File: src/rtl/e_mem_loader_pkg.sv
// rtl/e_mem_loader_pkg.sv - shared state encoding, size defaults and clog2 helper (feature macro: LOADER_ZEROIZE_EN)
`ifndef M
`define M 8
`endif
`ifndef R
`define R 4
`endif

package e_mem_loader_pkg;

`ifdef LOADER_ZEROIZE_EN
  typedef enum logic [2:0] {
    ST_LOAD,
    ST_START,
    ST_HASH,
    ST_HOLD,
    ST_ZERO
  } state_e;
`else
  typedef enum logic [1:0] {
    ST_LOAD,
    ST_START,
    ST_HASH,
    ST_HOLD
  } state_e;
`endif

  // Address width for a RAM of 'value' words; never returns less than one bit.
  function automatic int clog2(input int value);
    int w;
    w = 1;
    while ((1 << w) < value) w++;
    return w;
  endfunction

endpackage

File: src/rtl/e_mem_port_mux.sv
// rtl/e_mem_port_mux.sv - RAM port select between the loader write side and the hasher read address
module e_mem_port_mux #(
  parameter int AW    = 2,
  parameter int WIDTH = 8
) (
  input  logic             sel_hash_i,
  input  logic             ld_we_i,
  input  logic [AW-1:0]    ld_addr_i,
  input  logic [WIDTH-1:0] ld_din_i,
  input  logic [AW-1:0]    hash_addr_i,
  output logic             ram_we_o,
  output logic [AW-1:0]    ram_addr_o,
  output logic [WIDTH-1:0] ram_din_o
);

  // Hasher owns the address while selected and never writes.
  always_comb begin
    ram_we_o   = sel_hash_i ? 1'b0 : ld_we_i;
    ram_addr_o = sel_hash_i ? hash_addr_i : ld_addr_i;
    ram_din_o  = ld_din_i;
  end

endmodule

File: src/rtl/e_mem_loader.sv
// rtl/e_mem_loader.sv - message loader: fills RAM, kicks the hasher, holds the digest until acked (feature macro: LOADER_ZEROIZE_EN)
module e_mem_loader
  import e_mem_loader_pkg::*;
#(
  parameter int m     = `M,
  parameter int r     = `R,
  parameter int digit = 1,
  localparam int WIDTH = m * digit,
  localparam int DEPTH = (r + digit - 1) / digit,
  localparam int AW    = clog2(DEPTH)
) (
  input  logic             clk,
  input  logic             rst_b,
  input  logic             s_valid,
  input  logic [WIDTH-1:0] s_data,
  output logic             s_ready,
  output logic             ram_we,
  output logic [AW-1:0]    ram_addr,
  output logic [WIDTH-1:0] ram_din,
  input  logic [AW-1:0]    hash_mem_addr,
  output logic             hash_in_ready,
  input  logic             hash_out_ready,
  input  logic [63:0]      hash_out_usr,
  output logic [63:0]      key,
  output logic             key_valid,
  input  logic             key_ack,
  output logic             busy
);

  state_e          state_q, state_d;
  logic [AW-1:0]   wr_cnt_q, wr_cnt_d;
  logic [63:0]     key_q, key_d;
  logic            key_valid_q, key_valid_d;
  logic            ld_we;
  logic [AW-1:0]   ld_addr;
  logic [WIDTH-1:0] ld_din;
  logic            sel_hash;
  logic            cnt_last;

  // wr_cnt doubles as the clear pointer in ZERO; both passes end on the last word.
  assign cnt_last = (wr_cnt_q == AW'(DEPTH - 1));

  // Next-state and loader-side port control; reset forces the idle-load face on outputs.
  always_comb begin
    state_d       = state_q;
    wr_cnt_d      = wr_cnt_q;
    key_d         = key_q;
    key_valid_d   = key_valid_q;
    s_ready       = 1'b0;
    ld_we         = 1'b0;
    ld_addr       = '0;
    ld_din        = '0;
    sel_hash      = 1'b0;
    hash_in_ready = 1'b0;
    case (state_q)
      ST_LOAD: begin
        s_ready = 1'b1;
        ld_addr = wr_cnt_q;
        ld_din  = s_data;
        if (s_valid) begin
          ld_we    = 1'b1;
          wr_cnt_d = cnt_last ? '0 : wr_cnt_q + AW'(1);
          if (cnt_last) state_d = ST_START;
        end
      end
      ST_START: begin
        sel_hash      = 1'b1;
        hash_in_ready = 1'b1;
        state_d       = ST_HASH;
      end
      ST_HASH: begin
        sel_hash = 1'b1;
        if (hash_out_ready) begin
          key_d       = hash_out_usr;
          key_valid_d = 1'b1;
          state_d     = ST_HOLD;
        end
      end
      ST_HOLD: begin
        if (key_ack && key_valid_q) begin
          key_valid_d = 1'b0;
`ifdef LOADER_ZEROIZE_EN
          state_d     = ST_ZERO;
`else
          state_d     = ST_LOAD;
`endif
        end
      end
`ifdef LOADER_ZEROIZE_EN
      ST_ZERO: begin
        ld_we    = 1'b1;
        ld_addr  = wr_cnt_q;
        wr_cnt_d = cnt_last ? '0 : wr_cnt_q + AW'(1);
        if (cnt_last) state_d = ST_LOAD;
      end
`endif
      default: state_d = ST_LOAD;
    endcase
    if (!rst_b) begin
      s_ready       = 1'b1;
      ld_we         = 1'b0;
      hash_in_ready = 1'b0;
    end
  end

  assign busy      = rst_b && (state_q != ST_LOAD);
  assign key       = key_q;
  assign key_valid = key_valid_q;

  // State, counter and captured digest registers.
  always_ff @(posedge clk) begin
    if (!rst_b) begin
      state_q     <= ST_LOAD;
      wr_cnt_q    <= '0;
      key_q       <= '0;
      key_valid_q <= 1'b0;
    end else begin
      state_q     <= state_d;
      wr_cnt_q    <= wr_cnt_d;
      key_q       <= key_d;
      key_valid_q <= key_valid_d;
    end
  end

  e_mem_port_mux #(
    .AW    (AW),
    .WIDTH (WIDTH)
  ) u_port_mux (
    .sel_hash_i  (sel_hash),
    .ld_we_i     (ld_we),
    .ld_addr_i   (ld_addr),
    .ld_din_i    (ld_din),
    .hash_addr_i (hash_mem_addr),
    .ram_we_o    (ram_we),
    .ram_addr_o  (ram_addr),
    .ram_din_o   (ram_din)
  );

endmodule

File: config.mk
export PLATFORM = sky130hd
export DESIGN_NAME = e_mem_loader
export DESIGN_NICKNAME = d
export VERILOG_FILES = /design/src/rtl/e_mem_loader_pkg.sv /design/src/rtl/e_mem_port_mux.sv /design/src/rtl/e_mem_loader.sv
export SDC_FILE = /design/constraint.sdc
export NUM_CORES = 1
export LEC_CHECK = 0
export CAP_MARGIN = 20
export CORE_ASPECT_RATIO = 0.75
export CORE_MARGIN = 2
export CORE_UTILIZATION = 41
export DETAILED_ROUTE_END_ITERATION = 7
export PLACE_DENSITY_LB_ADDON = 0.25
export SETUP_SLACK_MARGIN = 0.4
export SYNTH_ARGS = -nofsm -noshare
export SYNTH_HDL_FRONTEND = slang
export SYNTH_HIERARCHICAL = 1
export SYNTH_SLANG_ARGS = --single-unit
export TNS_END_PERCENT = 1
File: constraint.sdc
create_clock -name clk -period 2.9 [get_ports clk]
set_clock_uncertainty 0.05 [all_clocks]
set_input_delay 0.29 -clock clk [delete_from_list [all_inputs] [get_ports clk]]
set_output_delay 0.29 -clock clk [all_outputs]
set_load 0.005 [all_outputs]
# Word level (Yosys, flattened, before mapping)

Cells that the tools add are included.

Reductions and logical operators: 10
Multiplexer cells: 21
Add/sub/neg operators: 1
Equality and inequality tests: 8

Operator list:

| kind                  | number |
|---|---|
| $mux W2               | 7 |
| $mux W1               | 11 |
| $mux W8               | 1 |
| $ne A2 B2 Y1 const B  | 4 |
| $pmux W2 S4           | 1 |
| $eq A2 B2 Y1 const B  | 3 |
| $reduce_and A2 Y1     | 2 |
| $reduce_and A4 Y1     | 1 |
| $reduce_bool A2 Y1    | 2 |
| $reduce_and A3 Y1     | 1 |
| $add A2 B1 Y2 const B | 1 |
| $eq A2 B1 Y1 const B  | 1 |
| $logic_and A1 B1 Y1   | 2 |
| $logic_not A2 Y1      | 1 |
| $pmux W1 S2           | 1 |
| $reduce_or A2 Y1      | 1 |

Logic and storage cells: 44
Register bits: 69
Input port bits: 79
Output and inout port bits: 79

# Logic depth before layout (Yosys ltp)

Gate-level depths: netlist (run 1).

Depth in word-level cells: 4
Depth in mapped cells: 7
Gate-level depth less buffers: 5

# Cells and area by module

Netlist (run 1), hierarchy kept.

By module, submodules not included:

| module         | cells each | area each (um2) | instances | seq. area each (um2) |
|---|---|---|---|---|
| e_mem_loader   | 330        | 2,815.2         | 1         | 1,381.3 |
| e_mem_port_mux | 11         | 91.3            | 1         | 0.0 |

# Worst setup path after synthesis (run 1)

No wires, ideal clock.

Path kind: flip-flop to output port
Start point: reg state_q[0]
End point: out ram_addr[0]
Data arrival time: 1.234 ns
Buffers on the path: 1
Stages on the path, launching flop included: 6
Path slack: 1.326 ns
Data required time: 2.560 ns
Path through: dfxtp_1 inv_1 ha_1 clkbuf_1 and2_1 mux2_2

Elaborated cells between the ends (all ways): 7
Classes of those cells: eq/ne (2); mux (3); reduce/logical (2)

RTL lines:

| what                   | RTL line             | RTL |
|---|---|---|
| start, declared        | e_mem_loader.sv:30   | `state_e state_q, state_d;` |
| start signal, assigned | e_mem_loader.sv:118  | `state_q <= state_d;` |
| $logic_not A2 Y1       | e_mem_loader.sv:55   | `case (state_q)` |
| $mux W2                | e_mem_loader.sv:55   |  |
| net ld_addr[0]         | e_mem_loader.sv:35   | `logic [AW-1:0] ld_addr;` |
| $mux W2                | e_mem_port_mux.sv:19 | `ram_addr_o = sel_hash_i ? hash_addr_i : ld_addr_i;` |
| end, declared          | e_mem_loader.sv:18   | `output logic [AW-1:0] ram_addr,` |

The timed path passes the listed nets, and every way through them passes these cells.

# Worst setup path in the final report (run 1)

Start point: reg state_q[1]
End point: out ram_addr[0]

Word-level cells in the longest chain between the ends: 4
Elaborated cells between the ends (all ways): 7
Classes of those cells: eq/ne (2); mux (3); reduce/logical (2)

RTL lines:

| what                                         | RTL line             | RTL |
|---|---|---|
| $eq A2 B2 Y1 or $eq A2 B1 Y1 (tied branches) | e_mem_loader.sv:55   |  |
| $reduce_or A2 Y1 (no line) (*)               | n/a                  |  |
| $mux W1 (*)                                  | e_mem_loader.sv:55   |  |
| net sel_hash                                 | e_mem_loader.sv:37   | `logic sel_hash;` |
| $mux W2 (*)                                  | e_mem_port_mux.sv:19 |  |

Mark *: on every way through the listed nets, which the timed path passes. The rest lies on a longest branch.

==> impl_metrics.env, run 1 <==
export IMPL_outcome="completed"
export IMPL_finalCritPeriodShare=0.7986
export IMPL_worstMarginPinSlew_ns=0.6082
export IMPL_fmax_mhz=431.8
export IMPL_yosysUniqueCellTypes=22
export IMPL_power_total_mw=2.113
export IMPL_setup_viol=0
export IMPL_worst_hold_slack_ns=0.2923
export IMPL_final_util=0.6842
export IMPL_final_nets=568
export IMPL_worstSkewPairLatency_ns=0.34
export IMPL_met2_length_mm=3.302
export IMPL_grt_use_total=0.1980
export IMPL_synth_async_sr_flop_share=0
export IMPL_power_frac_seq=0.451
export IMPL_viasPerCell=4.680
export IMPL_drc=0
export IMPL_synth_fp_nets=426
export IMPL_drive_above_1_share=0.05738
export IMPL_htree_levels=3
export IMPL_internal_power_mw=1.691
export IMPL_die_h_um=76.92
export IMPL_drv_cap=0
export IMPL_crit_type="reg -> out"
export IMPL_initial_core_util=0.4255
export IMPL_syn_cell_area_sq_um=2907
export IMPL_cts_tree="built"
export IMPL_grt_max_degree=58
export IMPL_first_pass_iters=4
export IMPL_clock_path_buffers=2
export IMPL_cp_start_kind="register"
export IMPL_synthFlopType="dfxtp_1"
export IMPL_gp_congestion=0.7763
export IMPL_p_clk_frac=0.457
export IMPL_syn_instance_count=341
export IMPL_end_kind="output pin"
export IMPL_preCtsSetupSlack_ns=0.7226
export IMPL_required_ns=2.56
export IMPL_syn_to_final_growth_pct=60.83
export IMPL_cts_sinks=69
export IMPL_synth_top_area_frac=0.4752
export IMPL_postCtsHoldBufs=0
export IMPL_grt_pass1_vias=2606
export IMPL_comb_power_share=0.092
export IMPL_stdcell_area_sq_um=4674
export IMPL_num_vias=2677
export IMPL_die_area_sq_um=7785
export IMPL_synth_area_leader_cell="dfxtp_1"
export IMPL_hold_viol=0
export IMPL_row_count=26
export IMPL_crit_fanout=4
export IMPL_leakagePower_nw=1.604
export IMPL_post_dp_cell_area_sq_um=4424
export IMPL_drv_slew=0
export IMPL_cp_arrival_ns=1.98
export IMPL_switchingPower_mw=0.4220
export IMPL_dieWidth_um=101.2
export IMPL_core_area_sq_um=6832
export IMPL_n_antenna_cell=0
export IMPL_yosysWarnings=6
export IMPL_highest_layer="met4"
export IMPL_powerDensity_nw_per_um2=452.0
export IMPL_cts_root_buf="clkbuf_8"
export IMPL_port_buffers=157
export IMPL_synth_seq_area_share=0.4752
export IMPL_slew_headroom=0.5931
export IMPL_wire_per_inst_um=12.93
export IMPL_final_cells=572
export IMPL_synth_edf_count=0
export IMPL_p_sw_frac=0.1997
export IMPL_met3_length_um=713
export IMPL_cts_buffers=9
export IMPL_fin_crit_ns=2.316
export IMPL_io_pins=158
export IMPL_fin_ws_ns=0.5840
export IMPL_path_clk_slew_ns=0.07
export IMPL_min_path_type="in -> reg"
export IMPL_avgSynthCellArea_sq_um=8.524
export IMPL_ir_worst_vdd_uv=322.4
export IMPL_dpl_hpwl_mm=5.290
export IMPL_grt_overflow_total=0
export IMPL_met1Wirelength_mm=3.301
export IMPL_grt_pass1_wl_mm=12.25
export IMPL_drt_initial_drc_count=106
export IMPL_place_inst=556
export IMPL_synthTopCellsByArea="dfxtp_1, nand2_1, a21boi_0"
export IMPL_final_antenna_net_count=0
export IMPL_ys_ff_latch=69
export IMPL_routed_wirelength_mm=7.394
export IMPL_antenna_found_initial=0
export IMPL_rsz0062_at_grt="no"
export IMPL_tns_ns=0
layer usage:
| metal | up-vias | track usage |
|---|---|---|
| met5 | - | 0 |
| met4 | 0 | 0.04595 |
| met3 | 9 | 0.09754 |
| met2 | 113 | 0.3040 |
| met1 | 1194 | 0.2496 |
| li1 | 1361 | - |
cell families after synthesis:
logic type               count (synthesis)  share of synthesized area
AO/OA/AOI/OAI                           68                     0.1821
adder cells (fa/ha/maj)                  6                    0.02583
buffers and inverters                   33                    0.07275
flip-flops                              69                     0.4752
multiplexers                             5                    0.01808
AND/OR/NAND/NOR                        160                     0.2260
registers in the layout, indices dropped and copies added, names as in the netlist:
signal     count
state_q        2
wr_cnt_q       2
key_valid      1
key           64
worst max-delay path, cell delays in order, from the launching register on:
cell	delay, ns
dfxtp_1	0.39
inv_1	0.10
ha_2	0.36
mux2_2	0.33
clkdlybuf4s50_1	0.45
power by group through the flow:
stage | combinational [mW] | sequential (mW) | clock, mW
6_report | 0.194 | 0.954 | 0.966
5_1_grt | 0.207 | 0.954 | 1.05
4_1_cts | 0.195 | 0.954 | 0.988
3_5_place_dp | 0.193 | 0.976 | 0
3_3_place_gp | 0.192 | 0.976 | 0
2_1_floorplan | 0.0637 | 0.975 | 0
cells in the mapped netlist, types with 2 or more instances:
master and n:
a21boi_0 46, nand2_1 137, a21boi_1 19, dfxtp_1 69, buf_4 9, inv_1 3
clkbuf_1 8, nor2b_1 6, buf_6 6, ha_1 6, mux2i_1 3, buf_2 7
and2_1 12, mux2_2 2
repair_timing:
| action | 4_1_cts | 5_1_grt |
|---|---|---|
| resized for setup | 0 | 1 |
| buffers inserted | 0 | 0 |
| endpoints found under the setup margin | 0 | 3 |
cell usage in the layout (no fill, tap or decap), drive strengths merged:
cell           instances
buf                    5
o21ai                  1
and2                  12
clkinvlp               1
a2111oi                1
dfxtp                 69
and3                   1
nand2                137
clkbuf                11
a21boi                65
or2                    1
ha                     6
inv                    4
nor2                   1
and2b                  1
mux2                   2
nand3                  1
nor2b                  6
bufinv                 3
clkdlybuf4s50        156
mux2i                  3
a32oi                  1
worst paths after layout:
kind / start / end / slack (ns) / cells past startpoint
worst max-delay path: state_q[1] / ram_addr[0] / 0.58 / 4
worst min-delay path: rst_b / wr_cnt_q[1] / 0.29 / 2
worst max register to register: state_q[0] / key[5] / 0.90 / 6
worst min register to register: key[29] / key[29] / 0.41 / 2
layout make-up:
type	count	area, sq um
clock buffer	11	141.4
sequential	69	1381
fill	562	2157
inverter	3	11.26
tap	84	105.1
clock inverter	5	106.4
timing repair buffer	161	1609
multi-input combinational	239	1320
No activity file was read; power rests on OpenSTA's default activity.
==> inputs of run 2 (changes only) <==
CORE_UTILIZATION = 39   (was 41)
clock period = 2.2 ns   (was 2.9 ns; I/O delays follow)
==> run 2 against run 1 <==
Largest power group is now sequential cells. Register-to-register slack lost 0.36 ns. Largest cell class unchanged. Via count is 1.1% higher. Combinational power rose by 32%.
==> impl_metrics.env, run 2 (synthesis gave the netlist of run 1 again) <==
export IMPL_finalCritPeriodShare=0.8844
export IMPL_num_vias=2707
export IMPL_r2r_setup_slack_ns=0.54
export IMPL_preCtsSetupSlack_ns=0.2021
export IMPL_drv_cap=0
export IMPL_worstMarginPinSlew_ns=0.3784
export IMPL_powerDensity_nw_per_um2=583.7
export IMPL_crit_type="reg -> out"
export IMPL_grt_pass1_vias=2540
export IMPL_first_pass_iters=4
export IMPL_final_nets=575
export IMPL_grt_overflow_total=0
export IMPL_dpl_hpwl_mm=5.339
export IMPL_setup_viol=0
export IMPL_layout_common_cells="clkdlybuf4s50_1, nand2_1, dfxtp_1, a21boi_0, a21boi_1"
export IMPL_grt_use_total=0.1832
export IMPL_path_clk_slew_ns=0.07
export IMPL_layout_commonest_cell="clkdlybuf4s50_1"
export IMPL_n_antenna_cell=0
export IMPL_largest_reg_flops=64
export IMPL_fmax_mhz=514.0
export IMPL_worstSkewPairLatency_ns=0.33
export IMPL_stdcell_area_sq_um=4760
export IMPL_leakagePower_nw=1.660
export IMPL_outcome="completed"
export IMPL_cts_tree="built"
export IMPL_fin_crit_ns=1.946
export IMPL_drv_slew=0
export IMPL_wire_per_inst_um=12.61
export IMPL_gp_congestion=0.7269
export IMPL_die_h_um=78.76
export IMPL_hold_viol=0
export IMPL_cts_sinks=69
export IMPL_crit_fanout=8
export IMPL_required_ns=1.93
export IMPL_core_area_sq_um=7297
export IMPL_postCtsHoldBufs=0
export IMPL_routed_wirelength_mm=7.515
export IMPL_row_count=27
export IMPL_viasPerCell=4.542
export IMPL_drive_above_1_share=0.07879
export IMPL_power_total_mw=2.778
export IMPL_syn_to_final_growth_pct=63.75
export IMPL_port_buffers=157
export IMPL_worst_hold_slack_ns=0.1658
export IMPL_rsz0062_at_grt="yes"
export IMPL_antenna_found_initial=0
export IMPL_initial_core_util=0.3983
export IMPL_grt_max_degree=44
export IMPL_seqCellArea_sq_um=1384
export IMPL_min_path_type="in -> reg"
export IMPL_end_kind="output pin"
export IMPL_fillers=644
export IMPL_cp_start_kind="register"
export IMPL_tns_ns=0
export IMPL_fin_ws_ns=0.2544
export IMPL_grt_pass1_wl_mm=12.12
export IMPL_post_dp_cell_area_sq_um=4468
export IMPL_drc=0
export IMPL_dieWidth_um=103.7
export IMPL_die_area_sq_um=8166
export IMPL_final_antenna_net_count=0
export IMPL_htree_levels=3
export IMPL_cts_buffers=9
export IMPL_cts_root_buf="clkbuf_8"
export IMPL_drt_initial_drc_count=69
export IMPL_cp_arrival_ns=1.68
export IMPL_multi_input_area_sq_um=1330
export IMPL_clock_path_buffers=2
export IMPL_ir_worst_vdd_uv=368.0
export IMPL_io_pins=158
export IMPL_slew_headroom=0.7477
run 2: path summary, 6_finish.rpt:
check | startpoint | end | cells past startpoint
max | state_q[0] | ram_din[2] | 5
max reg2reg | state_q[1] | key[60] | 6
min reg2reg | key[39] | key[39] | 2
min | rst_b | key[25] | 2
run 2: stage by stage:
stage	utilization	cells
global placement	0.6123	576
CTS	0.6519	596
finish	0.6523	596
floorplan	-	341
global route	0.6523	596
detailed placement	0.6123	576
run 2: layout make-up:
type                            count  area share
Tap cell                          101     0.02655
Timing Repair Buffer              168      0.3488
Clock buffer                       11     0.02971
Inverter                            3    0.002366
Sequential cell                    69      0.2907
Multi-Input combinational cell    239      0.2794
Clock inverter                      5     0.02234
run 2: worst max-delay path, cell delays in order (launching register included):
cell and delay, ns:
dfxtp_2 0.33, inv_2 0.09, ha_4 0.16, buf_4 0.14, and2_1 0.13, clkdlybuf4s50_1 0.50
run 2: power breakdown:
group / total [mW] / internal (mW) / switching (mW)
Clock: 1.26 / 0.789 / 0.475
Sequential: 1.26 / 1.25 / 0.00435
Combinational: 0.257 / 0.189 / 0.0687
Total: 2.78 / 2.23 / 0.548
run 2: what timing repair did:
item | in CTS | in global routing
setup buffers | 4 | 0
gates resized for setup | 9 | 1
setup endpoints to repair | 14 | 14
run 2: metal layers:
metal,share of wire,wire length (um),vias up,track usage
met3,0.083,623,6,0.07143
li1,-,-,1375,-
met5,0,0,-,0
met4,0.0080,60,0,0.05676
met1,0.45,3373,1220,0.2175
met2,0.46,3458,106,0.3093
